===== config.mk =====
export PLATFORM = sky130hd
export DESIGN_NAME = riscv_irq_arbiter
export DESIGN_NICKNAME = d
export VERILOG_FILES = /design/src/rtl/riscv_irq_arbiter.sv
export SDC_FILE = /design/constraint.sdc
export NUM_CORES = 1
export LEC_CHECK = 0
export BUFFER_PORTS_ARGS = -buffer_cell sky130_fd_sc_hd__buf_2
export CAP_MARGIN = 20
export CORE_ASPECT_RATIO = 1.2
export CORE_MARGIN = 10
export CORE_UTILIZATION = 55
export DETAILED_ROUTE_END_ITERATION = 7
export PLACE_DENSITY = 0.79
export SYNTH_ARGS = -nofsm -noshare
export SYNTH_HDL_FRONTEND = slang
export SYNTH_SLANG_ARGS = --single-unit

===== constraint.sdc =====
create_clock -name clk -period 22 [get_ports clk]
set_clock_uncertainty 0.1 [all_clocks]
set_input_delay 4.4 -clock clk [delete_from_list [all_inputs] [get_ports clk]]
set_output_delay 4.4 -clock clk [all_outputs]
set_load 0.005 [all_outputs]

===== src/rtl/riscv_irq_arbiter.sv =====
// Platform interrupt arbiter: per-source gateways, priority arbitration and
// claim/complete registers. Define RISCV_IRQ_EDGE_EN to add edge-triggered sources.

module riscv_irq_gateway (
  input  logic clk,
  input  logic rst_n,
  input  logic trig_i,
  input  logic claim_i,
  input  logic cmpl_i,
  output logic pend_o
);
  typedef enum logic [1:0] {GW_IDLE, GW_PEND, GW_CLAIMED} gw_state_e;

  gw_state_e state_q, state_d;

  always_ff @(posedge clk or negedge rst_n) begin
    if (!rst_n) state_q <= GW_IDLE;
    else        state_q <= state_d;
  end

  // Trigger is ignored while CLAIMED, so a held level re-pends only after complete
  always_comb begin
    state_d = state_q;
    case (state_q)
      GW_IDLE:    if (trig_i)  state_d = GW_PEND;
      GW_PEND:    if (claim_i) state_d = GW_CLAIMED;
      GW_CLAIMED: if (cmpl_i)  state_d = GW_IDLE;
      default:                 state_d = GW_IDLE;
    endcase
  end

  assign pend_o = (state_q == GW_PEND);
endmodule

module riscv_irq_arbiter #(
  parameter int NUM_SRC = 8,
  parameter int PRIO_W  = 3
) (
  input  logic               clk,
  input  logic               rst_n,
  input  logic [NUM_SRC-1:0] src_irq,
  input  logic               bus_req,
  input  logic               bus_we,
  input  logic [5:0]         bus_addr,
  input  logic [31:0]        bus_wdata,
  output logic [31:0]        bus_rdata,
  output logic               bus_ack,
  output logic               ext_irq,
  output logic [4:0]         claim_id
);
  logic [NUM_SRC-1:0]             s1_q, s2_q;
  logic [NUM_SRC-1:0][PRIO_W-1:0] prio_q, prio_d;
  logic [NUM_SRC-1:0]             en_q, en_d;
  logic [PRIO_W-1:0]              thr_q, thr_d;
  logic [NUM_SRC-1:0]             pend, trig, claim_vec, cmpl_vec;
  logic [4:0]                     win_id, claim_id_q, claim_id_d;
  logic [PRIO_W-1:0]              win_prio;
  logic                           claim_hit;
  logic                           ext_irq_q, bus_ack_q;
  logic [31:0]                    bus_rdata_q, bus_rdata_d;
  logic [31:0]                    pend_word, en_word;
  logic                           unused_wdata;

  assign unused_wdata = ^bus_wdata;

  always_ff @(posedge clk or negedge rst_n) begin
    if (!rst_n) begin
      s1_q <= '0;
      s2_q <= '0;
    end else begin
      s1_q <= src_irq;
      s2_q <= s1_q;
    end
  end

`ifdef RISCV_IRQ_EDGE_EN
  logic [NUM_SRC-1:0] edge_mode_q, edge_mode_d, edge_flag_q, edge_flag_d, s3_q;
  logic [31:0]        edge_word;

  always_ff @(posedge clk or negedge rst_n) begin
    if (!rst_n) begin
      s3_q        <= '0;
      edge_mode_q <= '0;
      edge_flag_q <= '0;
    end else begin
      s3_q        <= s2_q;
      edge_mode_q <= edge_mode_d;
      edge_flag_q <= edge_flag_d;
    end
  end

  // One-deep edge memory; a new edge in the claim cycle survives the clear
  always_comb begin
    edge_flag_d = (edge_mode_q & s2_q & ~s3_q) | (edge_flag_q & ~claim_vec);
    edge_word   = '0;
    edge_word[NUM_SRC:1] = edge_mode_q;
  end

  assign trig = (edge_mode_q & edge_flag_q) | (~edge_mode_q & s2_q);
`else
  assign trig = s2_q;
`endif

  for (genvar g = 0; g < NUM_SRC; g++) begin : g_gw
    riscv_irq_gateway u_gw (
      .clk    (clk),
      .rst_n  (rst_n),
      .trig_i (trig[g]),
      .claim_i(claim_vec[g]),
      .cmpl_i (cmpl_vec[g]),
      .pend_o (pend[g])
    );
  end

  // Strict compare keeps the lowest ID on ties and excludes priority 0
  always_comb begin
    win_id   = '0;
    win_prio = '0;
    for (int i = 0; i < NUM_SRC; i++) begin
      if (pend[i] && en_q[i] && (prio_q[i] > win_prio)) begin
        win_prio = prio_q[i];
        win_id   = 5'(i + 1);
      end
    end
  end

  assign claim_hit = (win_prio > thr_q);

  always_comb begin
    pend_word = '0;
    en_word   = '0;
    pend_word[NUM_SRC:1] = pend;
    en_word[NUM_SRC:1]   = en_q;
  end

  always_comb begin
    prio_d      = prio_q;
    en_d        = en_q;
    thr_d       = thr_q;
    claim_id_d  = claim_id_q;
    claim_vec   = '0;
    cmpl_vec    = '0;
    bus_rdata_d = '0;
`ifdef RISCV_IRQ_EDGE_EN
    edge_mode_d = edge_mode_q;
`endif
    if (bus_req) begin
      if (!bus_addr[5]) begin
        for (int i = 0; i < NUM_SRC; i++) begin
          if (bus_addr[4:0] == 5'(i + 1)) begin
            bus_rdata_d = 32'(prio_q[i]);
            if (bus_we) prio_d[i] = bus_wdata[PRIO_W-1:0];
          end
        end
      end else begin
        case (bus_addr[4:0])
          5'h00: bus_rdata_d = pend_word;
          5'h01: begin
            bus_rdata_d = en_word;
            if (bus_we) en_d = bus_wdata[NUM_SRC:1];
          end
          5'h02: begin
            bus_rdata_d = 32'(thr_q);
            if (bus_we) thr_d = bus_wdata[PRIO_W-1:0];
          end
          5'h03: begin
            if (bus_we) begin
              for (int i = 0; i < NUM_SRC; i++)
                if (bus_wdata[4:0] == 5'(i + 1)) cmpl_vec[i] = 1'b1;
            end else if (claim_hit) begin
              bus_rdata_d = 32'(win_id);
              claim_id_d  = win_id;
              for (int i = 0; i < NUM_SRC; i++)
                if (win_id == 5'(i + 1)) claim_vec[i] = 1'b1;
            end
          end
`ifdef RISCV_IRQ_EDGE_EN
          5'h04: begin
            bus_rdata_d = edge_word;
            if (bus_we) edge_mode_d = bus_wdata[NUM_SRC:1];
          end
`endif
          default: ;
        endcase
      end
      if (bus_we) bus_rdata_d = '0;
    end
  end

  always_ff @(posedge clk or negedge rst_n) begin
    if (!rst_n) begin
      prio_q      <= '0;
      en_q        <= '0;
      thr_q       <= '0;
      claim_id_q  <= '0;
      ext_irq_q   <= 1'b0;
      bus_ack_q   <= 1'b0;
      bus_rdata_q <= '0;
    end else begin
      prio_q      <= prio_d;
      en_q        <= en_d;
      thr_q       <= thr_d;
      claim_id_q  <= claim_id_d;
      ext_irq_q   <= claim_hit;
      bus_ack_q   <= bus_req;
      bus_rdata_q <= bus_rdata_d;
    end
  end

  assign ext_irq   = ext_irq_q;
  assign bus_ack   = bus_ack_q;
  assign bus_rdata = bus_rdata_q;
  assign claim_id  = claim_id_q;
endmodule


# Word-level counts from Yosys, hierarchy flattened
# Index checks and enable logic that the tools add are counted.
# W data, S select, Z words.
word_totals:
  output_inout_bits: 39
  elab_cells: 229
  inputBits: 50
  register_bits: 106
classes:
  order_cmp: 9
  n_reduce_logical: 44
  mux: 86
  n_eq_ne: 64
  bitwise_logic: 2
op_table:
  columns: ["cell", "n"]
  rows:
  - ["$mux W32", 10]
  - ["$mux W8", 9]
  - ["$eq A5 B3 Y1 const B", 12]
  - ["$mux W2", 24]
  - ["$ne A2 B2 Y1 const B", 24]
  - ["$pmux W2 S3", 8]
  - ["$mux W5", 8]
  - ["$reduce_and A4 Y1", 10]
  - ["$pmux W9 S4", 1]
  - ["$eq A5 B2 Y1 const B", 6]
  - ["$mux W3", 9]
  - ["$gt A3 B3 Y1", 8]
  - ["$reduce_and A3 Y1", 8]
  - ["$mux W1", 17]
  - ["$eq A2 B1 Y1 const B", 8]
  - ["$eq A2 B2 Y1 const B", 8]
  - ["$logic_and A1 B1 Y1", 16]
  - ["$logic_not A2 Y1", 8]
  - ["$eq A5 B1 Y1 const B", 3]
  - ["$eq A5 B4 Y1 const B", 3]
  - ["$logic_not A5 Y1", 1]
  - ["$reduce_and A5 Y1", 1]
  - ["$gt A3 B1 Y1 const B", 1]
  - ["$not A1 Y1", 2]

# Longest topological paths before layout
# Gate-level depths: netlist (run 1).
depth:
  depth_word: 34
  depth_mapped: 69
  ltp_nobuf: 65

# Cells and area by module
# A second synthesis (run 1) with hierarchy kept.
unflattened:
  cells_unflattened: 527
  hier_area_um2: 5077.4
by_module_without_submodules:
  columns: ["mod", "instances", "area_each_um2", "cells_per_inst", "seq_area_each_um2"]
  rows:
  - ["riscv_irq_arbiter", 1, 4266.6, 463, 1651.6]
  - ["riscv_irq_gateway", 8, 101.3, 8, 50.0]

# Worst setup path after synthesis (run 1)
# OpenSTA, ideal clock, no wires.
synth_path:
  path_type: "reg-to-reg"
  from: "register g_gw[0].u_gw.state_q[1]"
  to: "register g_gw[3].u_gw.state_q[0]"
  slack_ns: 10.124
  arrival_ns: 11.656
  synth_period_minus_slack_ns: 11.876
  setup_time_ns: 0.120
  path_buffers: 3
  t_required_ns: 21.780
  path_stages_with_launch: 64
  cell_sequence: "dfrtp_1 and3b_1 nand2_1 ha_1 a21oi_1 a211o_1 buf_6 mux2i_1 inv_1 ha_1 nand3b_1 a2111oi_0 a211oi_4 a211oi_4 mux2i_1 inv_1 ha_1 nor2_1 [... 28 more ...] mux2_2 ha_1 a311oi_1 clkbuf_1 nor2_1 a22oi_1 o21ai_1 ha_1 nor2b_1 o21ai_0 a32oi_1 and4_1 nand3_1 nor2_1 nand2_1 nor2b_1 and3b_1 nor3_1"
synth_via:
  word_cells_on_any_way: 43
  classes_between: "order compare: 8; eq/ne: 3; mux: 22; reduce/logical: 10"
synth_rtl:
  columns: ["element", "line", "text"]
  rows:
  - ["start: declaration", "14", "gw_state_e state_q, state_d;"]
  - ["start signal: assignment", "18", "else state_q <= state_d;"]
  - ["$eq A2 B1 Y1 *", "32", "assign pend_o = (state_q == GW_PEND);"]
  - ["$logic_and A1 B1 Y1 * (2 in a row)", "120", "if (pend[i] && en_q[i] && (prio_q[i] > win_prio)) begin"]
  - ["$mux W3 *", "120", null]
  - ["$gt A3 B3 Y1", "120", null]
  - ["$logic_and A1 B1 Y1", "120", null]
  - ["$mux W3 *", "120", null]
  - ["$gt A3 B3 Y1", "120", null]
  - ["$logic_and A1 B1 Y1", "120", null]
  - ["[... 17 more ...]", null, null]
  - ["via claim_hit", "58", "logic claim_hit;"]
  - ["$mux W8 *", "170", "end else if (claim_hit) begin"]
  - ["$mux W8 *", "167", "if (bus_we) begin"]
  - ["$mux W8 *", "156", "case (bus_addr[4:0])"]
  - ["$mux W8 *", "148", "if (!bus_addr[5]) begin"]
  - ["$mux W8 *", "147", "if (bus_req) begin"]
  - ["$ne A2 B2 Y1 (no line) *", null, null]
  - ["$reduce_and A3 Y1 (no line) *", null, null]
  - ["end signal: assignment", "18", null]
  - ["end: declaration", "14", null]
# The timed path passes the listed nets; every way through them passes the cells marked *.
# A chain may end at the register's enable or synchronous reset.

# Worst setup path after layout (run 1)
# Ends and elaborated chain as after synthesis.

==> impl_metrics.toml, run 1 <==
[drt]
drc = 0
vias = 4089
dr.max_layer_used = "met4"
routedWlPerCell_um = 18.7
ant_nets = 0
drt-initial-drc-count = 401
drt-met1-wl_um = 4970
drt_wl_total_um = 12400
met3_length_um = 878
drt_pass1_iterations = 6
vias_per_cell = 6.14
dr_wl_met2_um = 6050

[power]
clkPwrFrac = 0.289
p_comb_frac = 0.258
p_leak_nw = 2.38
seq_power_share = 0.453
p_sw_frac = 0.325
power_mw = 0.369
cellPowerDensity_mw_per_mm2 = 69.5
p_switching_mw = 0.120
ir_drop_uv = 55.4
power.internal_mw = 0.249

[finish]
area_growth_pct = 7.55
antenna_cells = 0
nets = 612
layout-drive-gt1-share = 0.209
final_cells = 666
fin_util = 0.613
fin_area_sq_mm = 0.00531

[logic_synthesis]
ys_warn_count = 0
ys.flop_type = "dfrtp_1"
synth_cell_types = 82
avgSynthCellArea_sq_um = 9.74
ys_seq_area_frac = 0.416
synth-edff-count = 0
synth_area_sq_mm = 0.00494
synth-seq-cells = 82
async_reset_ff_frac = 1.00
synthCells = 507

[clocking]
root_buffer = "clkbuf_8"
cts_buffer_depth = 2
cts.sinks = 82
clkTransAtPathRegs_ns = 0.08
cts_tree = "done"
cts_resized = 0
clkLatencyLatePin_ns = 0.35
post_cts_buffers = 0
hold_buffers = 0
cts_made_buffers = 9
h-tree-depth = 3

[floorplanning]
fp.dieH_um = 124
pin_count = 89
dieArea_sq_mm = 0.0132
start_util = 0.570
die_w_um = 106
rows = 37
core_area_sq_mm = 0.00866

[grt]
antenna_found_initial = 0
grt_max_degree = 83
grt_overflow = 0
grt_pass1_wl_um = 19800
grtUsageTotal = 0.188
grt_pass1_vias = 4102

[outcome]
status = "completed"

[min_path]
hp-class = "reg -> reg"

[timing]
setup_viol = 0
worstMarginPinSlew_ns = 1.14
worst_hold_slack_ns = 0.253
slew_headroom = 0.232
setup_tns_ns = 0
setup_ws_ns = 7.20
rsz0062_at_grt = "no"
max_freq_ghz = 0.0676
period_share = 0.673
hold_viol = 0
period_needed_ns = 14.80
slew_viol_final = 0

[worst_setup_path]
worstPathArrival_ns = 14.94
startpoint_type = "register"
path_class = "reg -> reg"
crit_path_frequent_cell = "ha_1"
cp_slowest_cell = "a2111oi_0"
cp_max_fo = 11
required_ns = 22.14
cp_slowest_stage_delay_ns = 0.66
end_kind = "register"

[placement]
dp.cells = 651
post_dp_cell_area_sq_mm = 0.00512
post-dp-hpwl_um = 9400
io_buffers = 41
gp_congestion = 0.909
place_ws_ns = 7.64

[flow_run]
max_cap_violations = 0
-- final cells by class --
type                    instances  area (sq um)
clock buffers                  10           138
inverters                      22          82.6
multi-input cells             388          2620
fillers                       725          3350
flip-flops and latches         82          2050
clock inverters                 5          55.1
well taps                     117           146
repair buffers                 42           215
-- sequential cells by signal, summed over array words and instances, names as in the netlist, 3 cells and up --
name / count
bus_rdata: 9
claim_id: 4
en_q: 8
g_gw.u_gw.state_q: 16
prio_q: 24
s1_q: 8
s2_q: 8
thr_q: 3
-- critical path: cells and delay by family (launching register included) --
family	cells	cell delay, ns
buffers and inverters	2	0.16
and+or+nand+nor	24	4.33
adders and majority gates	8	2.53
AOI/OAI and AO/OA	21	5.95
DFF	1	0.43
muxes	3	1.18
-- synth_stat cells (3+ instances only) --
cell type | instances | share of area
buf_4 | 24 | 0.036
mux2_2 | 25 | 0.057
o21ai_1 | 7 | 0.0071
o21bai_1 | 4 | 0.0061
nor3_1 | 10 | 0.010
nand3_1 | 12 | 0.012
o221ai_1 | 4 | 0.0071
a211oi_1 | 3 | 0.0046
o31ai_1 | 5 | 0.0076
nor3b_1 | 3 | 0.0046
a21oi_1 | 16 | 0.016
or3_1 | 4 | 0.0051
mux2i_1 | 3 | 0.0061
nor2b_1 | 14 | 0.018
nor2_1 | 36 | 0.027
nand3b_1 | 5 | 0.0076
nand2b_1 | 8 | 0.010
inv_1 | 22 | 0.017
o221ai_2 | 3 | 0.0091
nand2_1 | 56 | 0.043
ha_1 | 17 | 0.043
a31oi_1 | 3 | 0.0038
a21o_1 | 7 | 0.011
and2_1 | 4 | 0.0051
or2_2 | 4 | 0.0051
clkbuf_1 | 10 | 0.0076
o21ai_0 | 38 | 0.039
dfrtp_1 | 82 | 0.42
a22oi_1 | 9 | 0.014
-- power groups by stage --
stage          Sequential (mW)  Clock, mW  Combinational [mW]
4_1_cts                  0.167      0.109              0.0934
3_5_place_dp             0.170          0              0.0923
2_1_floorplan            0.167          0              0.0725
3_3_place_gp             0.170          0              0.0889
6_report                 0.167      0.107              0.0953
5_1_grt                  0.168      0.115               0.104
-- metal layers --
layer	up-vias	track usage
met4	0	0.106
met5	-	0
met3	47	0.0362
li1	1874	-
met2	191	0.320
met1	1977	0.218
-- kinds of logic (layout without fill, tap and decap cells) --
logic type / count (synthesis) / after routing / share of synthesized area
flip-flops: 82 / 82 / 0.416
AO/OA/AOI/OAI: 138 / 138 / 0.214
buffers and inverters: 60 / 79 / 0.0710
other: 1 / 24 / 0.000760
XOR/XNOR: 2 / 2 / 0.00355
multiplexers: 29 / 29 / 0.0661
adder cells (fa/ha/maj): 18 / 18 / 0.0451
AND/OR/NAND/NOR: 177 / 177 / 0.183
-- final timing paths --
kind | from | end | slack (ns) | cells after the start
worst max-delay path | g_gw[0].u_gw.state_q[1] | g_gw[3].u_gw.state_q[0] | 7.20 | 58
worst min-delay path | s1_q[7] | s2_q[7] | 0.25 | 0
worst max register to register | g_gw[0].u_gw.state_q[1] | g_gw[3].u_gw.state_q[0] | 7.20 | 58
worst min register to register | s1_q[7] | s2_q[7] | 0.25 | 0
max in group asynchronous | rst_n | en_q[7] | 17.05 | 1
min in group asynchronous | rst_n | s1_q[4] | 4.11 | 1
-- placed cells by master, fill, tap and decap left out, types with 7 or more instances in the layout --
cell type  count
a21o_1         7
a21oi_1       16
a22oi_1        9
buf_2         40
clkbuf_8      10
conb_1        24
dfrtp_1       82
ha_1          17
inv_1         22
mux2_2        25
nand2_1       56
nand2b_1       8
nand3_1       12
nor2_1        36
nor2b_1       14
nor3_1        10
o21ai_0       38
o21ai_1        7
No activity file was read; power rests on OpenSTA's default activity.
==> inputs of run 2 (changes only) <==
clock period = 14.1 ns   (was 22 ns; I/O delays follow)
==> impl_metrics.toml, run 2 (synthesized netlist as in run 1, its figures left out) <==
[outcome]
status = "completed"

[flow_run]
max_cap_violations = 0

[finish]
fin_util = 0.623
regMostFlops = "prio_q"
layout_common_cells = "dfrtp_1 (82), nand2_1 (56), buf_2 (40)"
area_growth_pct = 9.22
final_common_cell = "dfrtp_1"
nFillCells = 738
antenna_cells = 0
layout-drive-gt1-share = 0.226
nets = 619
largest_register_ffs = 24

[drt]
vias = 4049
ant_nets = 0
drc = 0
routedWlPerCell_um = 18.9
drt_wl_total_um = 12700
drt-initial-drc-count = 384
vias_per_cell = 6.01
drt_pass1_iterations = 5

[timing]
period_share = 0.934
setup_tns_ns = 0
hold_viol = 0
rsz0062_at_grt = "no"
slew_headroom = 0.244
max_freq_ghz = 0.0759
slew_viol_final = 0
worstMarginPinSlew_ns = 1.13
period_needed_ns = 13.18
setup_viol = 0

[power]
ir_drop_uv = 78.0
p_leak_nw = 2.42
cellPowerDensity_mw_per_mm2 = 107

[clocking]
cts_buffer_depth = 2
clkLatencyLatePin_ns = 0.37
cts_tree = "done"
cts.sinks = 82
h-tree-depth = 3
cts_made_buffers = 9
hold_buffers = 0
clkTransAtPathRegs_ns = 0.08
root_buffer = "clkbuf_8"

[grt]
grtUsageTotal = 0.197
grt_max_degree = 83
grt_pass1_wl_um = 20500
grt_pass1_vias = 4074
antenna_found_initial = 0
grt_overflow = 0

[worst_setup_path]
path_class = "reg -> reg"
startpoint_type = "register"
required_ns = 14.31
cp_max_fo = 10
worstPathArrival_ns = 13.38
cp_slowest_cell = "dfrtp_1"
end_kind = "register"
cp_slowest_stage_delay_ns = 0.44

[floorplanning]
dieArea_sq_mm = 0.0132
start_util = 0.570
die_w_um = 106
core_area_sq_mm = 0.00866
rows = 37
fp.dieH_um = 124
pin_count = 89

[placement]
gp_congestion = 0.913
io_buffers = 41
post-dp-hpwl_um = 9550

[min_path]
hp-class = "reg -> reg"
-- run 2: cell count changes in the layout (fill, tap and decap cells not counted), sizes merged --
cell | before | now
clkbuf | 10 | 11
buf | 42 | 49
-- run 2: through the flow --
step	hold slack, ns	std cells	worst slack [ns]	power, mW	area, sq um
2_1_floorplan	0.231	530	2.22	0.374	5020
3_3_place_gp	0.233	656	1.10	0.405	5150
3_5_place_dp	0.236	656	0.747	0.410	5150
4_1_cts	0.253	672	0.623	0.574	5340
5_1_grt	0.261	674	0.0310	0.609	5390
6_report	0.249	674	0.924	0.579	5390
-- run 2: critical path: cells and delay by family, from the launching register on --
family	cells	cell delay (ns)
AND/OR/NAND/NOR	26	4.46
AO/OA/AOI/OAI	22	4.38
adder cells (fa/ha/maj)	8	2.27
buffers and inverters	5	0.75
multiplexers	2	0.69
flip-flops	1	0.44
-- run 2: cell type report --
cell class,count,area (sq um),area share
clock inverter,5,55.1,0.0102
multi-input combinational,388,2640,0.489
tap,117,146,0.0271
timing repair buffer,49,288,0.0534
clock buffer,11,131,0.0244
inverter,22,82.6,0.0153
sequential,82,2050,0.381
-- run 2: layer usage --
| layer | part of all wire | track usage |
|---|---|---|
| met5 | 0 | 0 |
| met4 | 0.026 | 0.0958 |
| met3 | 0.062 | 0.0470 |
| met2 | 0.51 | 0.340 |
| met1 | 0.40 | 0.226 |
-- run 2: timing repair --
| action | CTS | global route |
|---|---|---|
| endpoints found under the setup margin | 0 | 22 |
| setup buffers | 0 | 1 |
| endpoints found under the hold margin | 0 | 0 |
| resized for setup | 0 | 5 |
-- run 2: final timing paths --
kind	from	end	cells after the start	slack, ns
worst max-delay path	g_gw[0].u_gw.state_q[1]	g_gw[3].u_gw.state_q[1]	63	0.92
worst min-delay path	s1_q[7]	s2_q[7]	0	0.25
worst max register to register	g_gw[0].u_gw.state_q[1]	g_gw[3].u_gw.state_q[1]	63	0.92
worst min register to register	s1_q[7]	s2_q[7]	0	0.25
max in group asynchronous	rst_n	prio_q[2]	2	11.13
min in group asynchronous	rst_n	s1_q[4]	1	2.18
-- run 2: report_power, final --
group / internal [mW] / switching (mW) / leakage [nW]
sequential: 0.248 / 0.0130 / 1.01
combinational: 0.0581 / 0.0938 / 1.33
clock: 0.0813 / 0.0847 / 0.0893
==> inputs of run 3 (changes only) <==
CELL_PAD_IN_SITES_DETAIL_PLACEMENT = 1   (was unset)
CELL_PAD_IN_SITES_GLOBAL_PLACEMENT = 1   (was unset)
CORE_UTILIZATION = 43   (was 55)
PLACE_DENSITY = unset   (was 0.79)
PLACE_DENSITY_LB_ADDON = 0.1   (was unset)
==> impl_metrics.toml, run 3 (synthesized netlist as in run 1, its figures left out) <==
[drt]
vias = 4035
drt-initial-drc-count = 238
vias_per_cell = 5.64
drt_pass1_iterations = 4
routedWlPerCell_um = 20.9
drc = 0
drt_wl_total_um = 14900
ant_nets = 0

[clocking]
cts_buffer_depth = 2
h-tree-depth = 3
root_buffer = "clkbuf_16"
hold_buffers = 0
cts.sinks = 82
cts_tree = "done"
cts_made_buffers = 9
clkLatencyLatePin_ns = 0.35
clkTransAtPathRegs_ns = 0.06

[timing]
period_share = 0.942
hold_viol = 0
setup_viol = 0
worst_hold_slack_ns = 0.253
slew_headroom = 0.317
worstMarginPinSlew_ns = 1.02
setup_ws_ns = 0.815
setup_tns_ns = 0
slew_viol_final = 0
max_freq_ghz = 0.0753
period_needed_ns = 13.29

[grt]
grt_overflow = 0
grt_pass1_wl_um = 23600
grtUsageTotal = 0.183
grt_pass1_vias = 4369
grt_max_degree = 83
antenna_found_initial = 0

[finish]
antenna_cells = 0
fin_util = 0.507
layout-drive-gt1-share = 0.242
nets = 624
area_growth_pct = 14.4
regMostFlops = "prio_q"
layout_common_cells = "dfrtp_1 (82), nand2_1 (56), buf_2 (40)"
largest_register_ffs = 24
fin_area_sq_mm = 0.00565
final_common_cell = "dfrtp_1"

[floorplanning]
core_area_sq_mm = 0.0111
fp.dieH_um = 137
pin_count = 89
start_util = 0.443
die_w_um = 118
rows = 42
dieArea_sq_mm = 0.0162

[power]
p_sw_frac = 0.315
p_switching_mw = 0.215
clkPwrFrac = 0.377
cellPowerDensity_mw_per_mm2 = 121
ir_drop_uv = 78.1
p_comb_frac = 0.238
seq_power_share = 0.385
power.internal_mw = 0.467
p_leak_nw = 2.51

[worst_setup_path]
required_ns = 14.22
critPathTopFamily = "compound AO/OA/AOI/OAI gates"
path_class = "reg -> reg"
crit_start = "g_gw[0].u_gw.state_q[1]"
worst-path-buf-inv = 5
worstPathArrival_ns = 13.40
end_kind = "register"
cp_max_fo = 10
startpoint_type = "register"
cp_slowest_stage_delay_ns = 0.47
r2r_start = "g_gw[0].u_gw.state_q[1]"
r2r_slack_ns = 0.81
cp_slowest_cell = "a211o_2"

[min_path]
hp-class = "reg -> reg"
min_from = "s1_q[0]"

[placement]
io_buffers = 41
gp_congestion = 0.872
post-dp-hpwl_um = 11500
post_dp_cell_area_sq_mm = 0.00523
place_ws_ns = 0.416

[outcome]
status = "completed"

[flow_run]
max_cap_violations = 0
run 3: cell count changes in the layout (fill, tap and decap cells not counted), moves of 2 or more:
cell,change
mux2i_1,-2
clkbuf_1,-2
clkbuf_8,-9
mux2i_2,+2
clkbuf_16,+9
buf_4,+5
inv_6,+2
run 3: worst paths after layout:
| kind | end | cells past startpoint |
|---|---|---|
| setup / recovery | g_gw[1].u_gw.state_q[0] | 64 |
| hold / removal | s2_q[0] | 0 |
| setup reg to reg | g_gw[1].u_gw.state_q[0] | 64 |
| hold reg to reg | s2_q[0] | 0 |
| max in group asynchronous | bus_rdata[3] | 2 |
| min in group asynchronous | thr_q[2] | 1 |
run 3: final cells by class:
class | count | area [sq um]
Clock buffer | 9 | 225
Multi-Input combinational cell | 388 | 2670
Inverter | 22 | 82.6
Sequential cell | 82 | 2050
Fill cell | 1284 | 5490
Timing Repair Buffer | 54 | 325
Clock inverter | 7 | 98.8
Tap cell | 154 | 193
run 3: layer usage:
metal	routed length, um	part of all wire	up-vias	global-route usage
met5	0	0	-	0
met4	340	0.023	0	0.0791
met3	530	0.035	21	0.0262
met2	7890	0.53	78	0.333
met1	6180	0.41	2052	0.212
li1	-	-	1884	-
run 3: repair_timing:
item,CTS,global route
setup endpoints to repair,0,24
setup buffers,0,2
resized for setup,0,10
run 3: power groups by stage:
| stage | Sequential (mW) | Combinational [mW] | Clock, mW |
|---|---|---|---|
| 2_1_floorplan | 0.261 | 0.113 | 0 |
| 3_3_place_gp | 0.266 | 0.144 | 0 |
| 3_5_place_dp | 0.267 | 0.152 | 0 |
| 4_1_cts | 0.262 | 0.153 | 0.261 |
| 5_1_grt | 0.264 | 0.178 | 0.273 |
| 6_report | 0.262 | 0.162 | 0.257 |
run 3: per-stage QoR:
step                total power, mW  instances
global route                  0.716        716
detailed placement            0.418        697
finish                        0.682        716
floorplan                     0.374        530
global placement              0.410        697
CTS                           0.677        713
